## config.mk

```make
export PLATFORM = sky130hd
export DESIGN_NAME = id_ex_reg
export DESIGN_NICKNAME = d
export VERILOG_FILES = /design/src/rtl/id_ex_reg.sv
export SDC_FILE = /design/constraint.sdc
export NUM_CORES = 1
export LEC_CHECK = 0
export BUFFER_PORTS_ARGS = -buffer_cell sky130_fd_sc_hd__clkbuf_2
export CELL_PAD_IN_SITES_DETAIL_PLACEMENT = 0
export CELL_PAD_IN_SITES_GLOBAL_PLACEMENT = 1
export CORE_ASPECT_RATIO = 0.7
export CORE_MARGIN = 2
export CORE_UTILIZATION = 33
export DETAILED_ROUTE_END_ITERATION = 6
export PLACE_DENSITY_LB_ADDON = 0.1
export SYNTH_ARGS = -nofsm -noshare
export SYNTH_HDL_FRONTEND = slang
export SYNTH_SLANG_ARGS = --single-unit
```

## constraint.sdc

```tcl
create_clock -name i_clock -period 1.1 [get_ports i_clock]
set_input_delay 0.11 -clock i_clock [delete_from_list [all_inputs] [get_ports i_clock]]
set_output_delay 0.11 -clock i_clock [all_outputs]
set_load 0.02 [all_outputs]
```

## src/rtl/id_ex_reg.sv

```systemverilog
// -----------------------------------------------------------------------------
// id_ex_reg -- ID/EX pipeline latch of the 5-stage MIPS core.
//
// Captures the decoded operands, register addresses, immediate and control
// word produced in ID and presents them to EX. EX forwarding muxes choose
// between o_rs_data/o_rt_data and the EX/MEM and MEM/WB results.
//
// Per rising edge, in priority order:
//   i_enable = 0  -> hold everything (debug freeze)
//   i_flush  = 1  -> load a bubble (all fields zero, o_valid = 0)
//   i_stall  = 1  -> hold everything
//   otherwise     -> load the ID fields, o_valid = 1
//
// While loading, a WB-stage write that targets rs or rt (and is not r0) is
// bypassed into the captured operand, because the register file read in ID
// happens in the same cycle as that write and would return the stale value.
//
// Ports
//   i_clock, i_reset_n        clock, asynchronous active-low reset
//   i_enable, i_stall, i_flush pipeline control (see priority above)
//   i_pc_plus4 .. i_mem_write  ID-stage fields, registered to o_* copies
//   i_wb_reg_write/addr/data   WB-stage write port, used for the bypass
//   o_* (same widths)          registered copies of the ID-stage fields
//   o_valid                    1 = real instruction, 0 = bubble
//
// Every output is driven straight from a flop; there is no combinational
// path from any input to any output.
// -----------------------------------------------------------------------------
module id_ex_reg #(
  parameter int unsigned NB       = 32,
  parameter int unsigned NB_ADDR  = 5,
  parameter int unsigned NB_ALUOP = 6,
  parameter int unsigned NB_SEL   = 2
) (
  input  logic                i_clock,
  input  logic                i_reset_n,
  input  logic                i_enable,
  input  logic                i_stall,
  input  logic                i_flush,
  input  logic [NB-1:0]       i_pc_plus4,
  input  logic [NB-1:0]       i_rs_data,
  input  logic [NB-1:0]       i_rt_data,
  input  logic [NB-1:0]       i_imm,
  input  logic [NB_ADDR-1:0]  i_rs_addr,
  input  logic [NB_ADDR-1:0]  i_rt_addr,
  input  logic [NB_ADDR-1:0]  i_rd_addr,
  input  logic [NB_ALUOP-1:0] i_alu_op,
  input  logic                i_alu_src,
  input  logic [NB_SEL-1:0]   i_reg_dst,
  input  logic [NB_SEL-1:0]   i_mem_to_reg,
  input  logic                i_reg_write,
  input  logic                i_mem_read,
  input  logic                i_mem_write,
  input  logic                i_wb_reg_write,
  input  logic [NB_ADDR-1:0]  i_wb_addr,
  input  logic [NB-1:0]       i_wb_data,
  output logic [NB-1:0]       o_pc_plus4,
  output logic [NB-1:0]       o_rs_data,
  output logic [NB-1:0]       o_rt_data,
  output logic [NB-1:0]       o_imm,
  output logic [NB_ADDR-1:0]  o_rs_addr,
  output logic [NB_ADDR-1:0]  o_rt_addr,
  output logic [NB_ADDR-1:0]  o_rd_addr,
  output logic [NB_ALUOP-1:0] o_alu_op,
  output logic                o_alu_src,
  output logic [NB_SEL-1:0]   o_reg_dst,
  output logic [NB_SEL-1:0]   o_mem_to_reg,
  output logic                o_reg_write,
  output logic                o_mem_read,
  output logic                o_mem_write,
  output logic                o_valid
);

  // One pipeline slot. An all-zero slot is by construction a bubble: no
  // register write, no memory access, o_valid = 0.
  typedef struct packed {
    logic [NB-1:0]       pc_plus4;
    logic [NB-1:0]       rs_data;
    logic [NB-1:0]       rt_data;
    logic [NB-1:0]       imm;
    logic [NB_ADDR-1:0]  rs_addr;
    logic [NB_ADDR-1:0]  rt_addr;
    logic [NB_ADDR-1:0]  rd_addr;
    logic [NB_ALUOP-1:0] alu_op;
    logic                alu_src;
    logic [NB_SEL-1:0]   reg_dst;
    logic [NB_SEL-1:0]   mem_to_reg;
    logic                reg_write;
    logic                mem_read;
    logic                mem_write;
    logic                valid;
  } slot_t;

  typedef enum logic [1:0] {
    ACT_HOLD   = 2'd0,
    ACT_BUBBLE = 2'd1,
    ACT_LOAD   = 2'd2
  } action_t;

  slot_t   slot_q;
  slot_t   slot_d;
  slot_t   load_slot;
  action_t action;
  logic    rs_hit;
  logic    rt_hit;

  // WB bypass hit detection. r0 is hard-wired to zero in the register file,
  // so a WB "write" to r0 must never leak into an operand.
  assign rs_hit = i_wb_reg_write && (i_wb_addr != '0) && (i_wb_addr == i_rs_addr);
  assign rt_hit = i_wb_reg_write && (i_wb_addr != '0) && (i_wb_addr == i_rt_addr);

  // Slot contents used when the latch loads a new instruction.
  always_comb begin
    // NOTE: every variable written in an always_comb gets a value on entry;
    // a path that leaves one unassigned would infer a latch.
    load_slot            = '0;
    load_slot.pc_plus4   = i_pc_plus4;
    load_slot.rs_data    = rs_hit ? i_wb_data : i_rs_data;
    load_slot.rt_data    = rt_hit ? i_wb_data : i_rt_data;
    load_slot.imm        = i_imm;
    load_slot.rs_addr    = i_rs_addr;
    load_slot.rt_addr    = i_rt_addr;
    load_slot.rd_addr    = i_rd_addr;
    load_slot.alu_op     = i_alu_op;
    load_slot.alu_src    = i_alu_src;
    load_slot.reg_dst    = i_reg_dst;
    load_slot.mem_to_reg = i_mem_to_reg;
    load_slot.reg_write  = i_reg_write;
    load_slot.mem_read   = i_mem_read;
    load_slot.mem_write  = i_mem_write;
    load_slot.valid      = 1'b1;
  end

  // Action decode. The debug freeze outranks everything so that the debug
  // unit can single-step without a pending flush being consumed early; flush
  // outranks stall so a squashed instruction cannot linger in the slot.
  always_comb begin
    action = ACT_LOAD;
    if (!i_enable) begin
      action = ACT_HOLD;
    end else if (i_flush) begin
      action = ACT_BUBBLE;
    end else if (i_stall) begin
      action = ACT_HOLD;
    end
  end

  always_comb begin
    slot_d = slot_q;
    unique case (action)
      ACT_HOLD:   slot_d = slot_q;
      ACT_BUBBLE: slot_d = '0;
      ACT_LOAD:   slot_d = load_slot;
      default:    slot_d = slot_q;
    endcase
  end

  always_ff @(posedge i_clock or negedge i_reset_n) begin
    // NOTE: sequential state uses non-blocking assignments so every flop
    // samples the pre-edge values regardless of statement order.
    if (!i_reset_n) begin
      slot_q <= '0;
    end else begin
      slot_q <= slot_d;
    end
  end

  assign o_pc_plus4   = slot_q.pc_plus4;
  assign o_rs_data    = slot_q.rs_data;
  assign o_rt_data    = slot_q.rt_data;
  assign o_imm        = slot_q.imm;
  assign o_rs_addr    = slot_q.rs_addr;
  assign o_rt_addr    = slot_q.rt_addr;
  assign o_rd_addr    = slot_q.rd_addr;
  assign o_alu_op     = slot_q.alu_op;
  assign o_alu_src    = slot_q.alu_src;
  assign o_reg_dst    = slot_q.reg_dst;
  assign o_mem_to_reg = slot_q.mem_to_reg;
  assign o_reg_write  = slot_q.reg_write;
  assign o_mem_read   = slot_q.mem_read;
  assign o_mem_write  = slot_q.mem_write;
  assign o_valid      = slot_q.valid;

endmodule

```

==> metrics.md, run 1 <==
| Metric | Value |
|---|---|
| Crit path DAT | `1.66 ns` |
| Final net count | `approximately 1500` |
| Worst-Margin Slew | `0.3310 ns` |
| Setup CP Type | `in2reg` |
| Fraction of registers with async set/reset | `100.0%` |
| Number of port buffers | `357` |
| Die area | `0.02276 mm²` |
| CP max stage delay | `0.51 ns` |
| Crit-path max FO | `8` |
| Final slew viol count | `0` |
| RSZ-0062 raised after global routing | `true` |
| Clk slew on worst S/H paths | `0.07 ns` |
| GPL Wtd Cong | `about 0.8` |
| DR pass1 iterations | `5` |
| Synth unique cells | `20` |
| Worst-Skew Late Latency | `approximately 0.42 ns` |
| Leakage power | `0.006215 µW` |
| # rows | `44` |
| Outcome | `finished with violations` |
| Yosys reg bits | `158` |
| Initial core utilization | `33.99%` |
| Via count | `7689` |
| DR WL/cell | `17.69 µm` |
| Vias in the first global route | `~7000` |
| Die X | `179.4 µm` |
| Vias per Instance | `4.929` |
| Core area | `0.02092 mm²` |
| GRT Total Usage | `22.96%` |
| P&R area growth vs syn | `79.22%` |
| Final Setup Violations | `between 60 and 70` |
| Compound-Gate Fraction of Synth Area | `21.40%` |
| CTS tree | `yes` |
| # IOs | `358` |
| Layout Utilization | `60.92%` |
| Main combinational cell family by area after synthesis | `compound AO/OA/AOI/OAI gates` |
| Multiplexer share of the synthesized area | `0%` |
| Synth Area in XOR/XNOR | `1.232%` |
| # DRC | `0` |
| CTS sink count | `158` |
| Hold Crit Class | `in2reg` |
| Post-synthesis adder-cell area fraction | `0.1760%` |
| Slew HR | `77.93%` |
| Most used DFF post-synth | `dfrtp_1` |
| First-pass GRT wire length | `roughly 41 mm` |
| Remaining Overflow, GRT | `0` |
| Worst r2r src | `o_rs_data[27]` |
| Die height | `126.8 µm` |
| Syn Inst Count | `760` |
| CP required | `approximately 1.4 ns` |
| Buffers and inverters on the worst path | `2` |
| F_max | `approximately 740 MHz` |
| Antenna violations before repair | `0` |
| Startpoint types | `input port` |
| Post-route setup slack | `-0.2554 ns` |
| Min-delay src | `i_rs_addr[4]` |
| CP delay by family, top | `simple AND/OR/NAND/NOR gates` |
| Ant. Diodes | `0` |
| DP Wirelength | `18.20 mm` |
| Synth Area in Simple Gates | `16.79%` |
| Starting DRT DRC Count | `a little over 500` |
| Clock Skews | `0 ns` |
| Count of flip-flops with a built-in enable after synthesis | `0` |
| Clock root cell | `clkbuf_16` |
| Worst path slowest cell | `or4_1` |
| CTS buffer count | `17` |
| Synthesized area per cell | `9.356 µm²` |
| Post-DRT Antenna Nets | `0` |
| Final Cycle Share | `123.2%` |
| Critical Path Start | `i_wb_addr[1]` |
| Crit path time final | `1.355 ns` |
| Setup crit end kind | `flop` |
| Seq/Total Area, Yosys | `55.60%` |
| WHS | `0.04220 ns` |
| Max_cap viols | `0` |
| CTS Buffer Depth | `2` |
| CP Cell Sequence | `buf_6, or4_1, o21a_2, and3_4, buf_16, a221o_1` |
| Synth warn | `0` |
| Depth of the CTS H-tree | `4` |
| Syn_nets | `a little under 1000` |
| Power per standard cell area | `1219 mW/mm²` |
| Largest net degree at the start of global routing | `93` |
| FF-to-FF setup slack | `around 0.09 ns` |
| Max VDD drop | `851.1 µV` |
| Final Hold Fails | `0` |
| Final wirelength | `27.60 mm` |
| Failing checks | `setup timing` |
| Share of cells above drive strength 1 | `roughly 41%` |
| Mapped Area | `0.007111 mm²` |
[per-layer routing]
layer / up-vias / GRT usage, % / routed length, µm
met1: 3664 / 31.39 / 12270
met4: 0 / 7.030 / 525
met2: 304 / 35.41 / 12700
met3: 37 / 6.604 / 2096
met5: - / 0 / 0
li1: 3684 / - / -
[synthesized netlist by cell type (2+ instances only)]
cell type    n  area share [%]
a221o_1     64             9.0
a31oi_1     64             5.6
and2_1      32             2.8
and3_1       2            0.18
buf_2        3            0.21
buf_6        7             1.1
clkbuf_1    65             3.4
dfrtp_1    158              56
nand2_1    251              13
nor2_1       2            0.11
nor3_1       2            0.14
o21ai_0     93             6.5
xor2_1      10             1.2
[power by group]
| part | switching (µW) | internal, µW |
|---|---|---|
| Combinational | 1560 | 1590 |
| Sequential | 202 | 6070 |
| Clock | 2600 | 3520 |
[tightest hold or removal path, stage by stage]
cell and delay, ns:
clkbuf_2 0.09, buf_4 0.12, nand2_1 0.05, o21ai_1 0.05
[layout by cell type (no fill, tap or decap), types with 5 or more instances in the layout]
cell,netlist,final
nand2_1,251,250
clkbuf_2,0,202
dfrtp_1,158,158
buf_6,7,110
buf_4,0,106
o21ai_1,0,93
dlygate4sd3_1,0,89
a221o_1,64,64
a31oi_1,64,63
and2_1,32,31
clkbuf_8,0,22
clkbuf_16,0,20
buf_12,0,20
buf_8,0,11
xor2_1,10,10
inv_6,0,5
[path summary, 6_finish.rpt]
| check | endpoint | cells past startpoint |
|---|---|---|
| setup / recovery | o_rt_data[14] | 6 |
| hold / removal | o_rs_addr[4] | 4 |
| setup reg to reg | o_rs_data[27] | 2 |
| hold reg to reg | o_valid | 1 |
| max in group asynchronous | o_pc_plus4[21] | 3 |
| min in group asynchronous | o_mem_to_reg[0] | 2 |
[kinds of logic (layout without fill, tap and decap cells)]
family                     after synthesis  count (layout)
AOI/OAI and AO/OA                      223             223
xor gates and xnor gates                10              10
adders and majority gates                1               1
buffers and inverters                   76             600
DFF                                    158             158
and+or+nand+nor                        292             292
[stage by stage]
step	setup TNS [ns]	std cells	setup slack, ns	instance area, µm²	power [µW]
2_1_floorplan	-55.31	760	-0.5071	7328	7498
3_3_place_gp	-77.94	1369	-0.6801	9607	8697
3_5_place_dp	-78.64	1369	-0.7035	9607	8700
4_1_cts	-11.89	1508	-0.2121	11550	15230
5_1_grt	-16.22	1560	-0.2685	12740	16230
6_report	-13.87	1560	-0.2554	12740	15540
[final cells by class]
cell class | count | area (µm²)
Multi-Input combinational cell | 526 | 2884
Fill cell | 1826 | 8177
Tap cell | 276 | 345.3
Timing Repair Buffer | 568 | 4955
Sequential cell | 158 | 3954
Clock buffer | 19 | 452.9
Clock inverter | 13 | 152.6
[repair_timing]
item / 4_1_cts / 5_1_grt
gates cloned: 2 / 3
pin swaps: 4 / 5
hold buffers: 89 / 0
setup buffers: 16 / 49
resized for setup: 67 / 374
endpoints found under the hold margin: 246 / 0
endpoints found under the setup margin: 119 / 292
(Power assumes the default switching activity.)
==> run 2: changes to the inputs <==
- CORE_UTILIZATION: 33 -> 35
- clock period: 1.1 -> 1.75 ns (I/O delays scaled with it)
==> metrics.md, run 2 (synthesized netlist as in run 1, its figures left out) <==
| Metric | Value |
|---|---|
| DR pass1 iterations | `6 (+1)` |
| CP Cell Sequence | `dlygate4sd3_1, clkbuf_2, xor2_1, nor3_2, buf_6, a31oi_1, a221o_1` |
| Startpoint types | `input port` |
| Core area | `0.01985 mm² (-5.1%)` |
| Power per standard cell area | `846.2 mW/mm² (-31%)` |
| # DRC | `0 (unchanged)` |
| First-pass GRT wire length | `39.18 mm (-4.9%)` |
| Max_cap viols | `0 (unchanged)` |
| Vias per Instance | `4.941 (+0.26%)` |
| P&R area growth vs syn | `52.95%` |
| Most frequent cells in the layout | `clkbuf_2, nand2_1, dfrtp_1` |
| Largest net degree at the start of global routing | `59 (-37%)` |
| GRT Total Usage | `23.55% (+0.59 points)` |
| Outcome | `complete, no violations` |
| CTS sink count | `158 (unchanged)` |
| Share of cells above drive strength 1 | `36.23% (-4.6 points)` |
| Crit path time final | `1.646 ns` |
| Placed Cells | `1351 (-1.3%)` |
| Setup CP Type | `in2reg` |
| Vias in the first global route | `7109 (-1.4%)` |
| CTS Buffer Depth | `2 (unchanged)` |
| Commonest non-fill, non-tap cell in the layout | `clkbuf_2` |
| # rows | `43 (-2.3%)` |
| Worst-Skew Late Latency | `0.42 ns (about the same)` |
| Die height | `123.3 µm (-2.8%)` |
| Clock Skews | `0 ns (unchanged)` |
| Initial core utilization | `35.82% (+1.8 points)` |
| Final Setup Violations | `0 (-100%)` |
| Postcts setup bufs | `0 (-16)` |
| Crit path DAT | `1.95 ns (+0.29 ns)` |
| Final Total Pwr | `9203 µW (-41%)` |
| Place WS | `-0.1278 ns (+0.5757 ns)` |
| CP max stage delay | `0.55 ns (+0.04 ns)` |
| WHS | `0.02465 ns (-0.01756 ns)` |
| Worst path slowest cell | `dlygate4sd3_1` |
| CTS buffer count | `17 (unchanged)` |
| Post-route setup slack | `0.1038 ns (+0.3593 ns)` |
| Leakage power | `0.005462 µW (-12%)` |
| Worst-Margin Slew | `0.6273 ns (+0.2963 ns)` |
| Final Non-Filler Cells | `1468 (-5.9%)` |
| Antenna violations before repair | `0 (unchanged)` |
| Post-DRT Antenna Nets | `0 (unchanged)` |
| Critical Path Start | `i_rt_addr[0]` |
| Final net count | `1386 (-5.8%)` |
| Via count | `7254 (-5.7%)` |
| Slew HR | `58.18% (-20 points)` |
| F_max | `607.5 MHz` |
| RSZ-0062 raised after global routing | `false` |
| GPL Wtd Cong | `0.8396 (+5.2%)` |
| DR WL/cell | `17.07 µm (-3.5%)` |
| Remaining Overflow, GRT | `0 (unchanged)` |
| CTS tree | `yes` |
| Clock root cell | `clkbuf_16` |
| # IOs | `358 (unchanged)` |
| Ant. Diodes | `0 (unchanged)` |
| Crit-path max FO | `26 (+18)` |
| Min-delay src | `i_rs_addr[4]` |
| Depth of the CTS H-tree | `4 (unchanged)` |
| Final Hold Fails | `0 (unchanged)` |
| Worst hold stages | `3 (-1)` |
| Hold Crit Class | `in2reg` |
| Setup crit end kind | `flop` |
| Starting DRT DRC Count | `581 (+13%)` |
| Cells on worst reg2reg path | `1 (-1)` |
| Final wirelength | `25.06 mm (-9.2%)` |
| DP Wirelength | `17.64 mm (-3.0%)` |
| CP required | `2.06 ns (+0.65 ns)` |
| Number of port buffers | `357 (unchanged)` |
| Die X | `174.4 µm (-2.8%)` |
| Final Cycle Share | `between 90% and 100%` |
| Worst r2r src | `o_rt_data[2]` |
| Die area | `0.02149 mm² (-5.6%)` |
| Max VDD drop | `508.6 µV (-40%)` |
| Clk slew on worst S/H paths | `0.07 ns (about the same)` |
| Final slew viol count | `0 (unchanged)` |
| Layout Utilization | `54.78% (-6.1 points)` |
==> run 2: cell count changes in the layout (fill, tap and decap cells not counted), sizes merged <==
cell / delta
clkbuf: +131
inv: +1
dlygate4sd3: -4
clkinv: -1
buf: -213
==> run 2: report_power, final <==
group	total, µW	switching (µW)	leakage (µW)	internal, µW
Combinational	1570	906	0.00301	662
Sequential	3920	98.7	0.00218	3820
Clock	3720	1590	0.000277	2130
Total	9200	2590	0.00546	6610
==> run 2: path summary, 6_finish.rpt <==
check,endpoint,slack [ns]
min,o_rs_addr[4],0.02
min in group asynchronous,o_imm[8],0.27
max,o_rt_data[26],0.10
max reg2reg,o_rt_data[2],0.87
max in group asynchronous,o_imm[23],0.88
min reg2reg,o_imm[6],0.48
==> run 2: worst max-delay path: cells and delay by family <==
family,cells,cell delay [ns]
AO/OA/AOI/OAI,2,0.42
XOR/XNOR,1,0.14
buffers and inverters,3,0.95
AND/OR/NAND/NOR,1,0.26
==> run 2: cell type report <==
class,count,area (µm²)
Sequential cell,158,3954
Clock inverter,13,151.4
Tap cell,270,337.8
Fill cell,1840,8977
Timing Repair Buffer,482,3148
Clock buffer,19,432.9
Multi-Input combinational cell,526,2851
==> run 2: per-stage QoR <==
| stage | setup TNS, ns | area (µm²) |
|---|---|---|
| 6_report | 0 | 10880 |
| 5_1_grt | 0 | 10880 |
| 4_1_cts | 0 | 10870 |
| 3_5_place_dp | -6.926 | 9437 |
| 3_3_place_gp | -5.699 | 9437 |
| 2_1_floorplan | 0 | 7118 |
==> run 2: per-layer routing <==
metal	part of all wire, %	global-route usage, %	wire length [µm]
met1	44	31.60	11000
met2	47	37.85	11770
met3	7.5	5.966	1892
met4	1.6	7.248	403
met5	0	0	0
==> run 2: what timing repair did <==
action	4_1_cts	5_1_grt
hold buffers	85	0
endpoints found under the setup margin	0	26
hold endpoints to repair	126	0
gates resized for setup	0	1
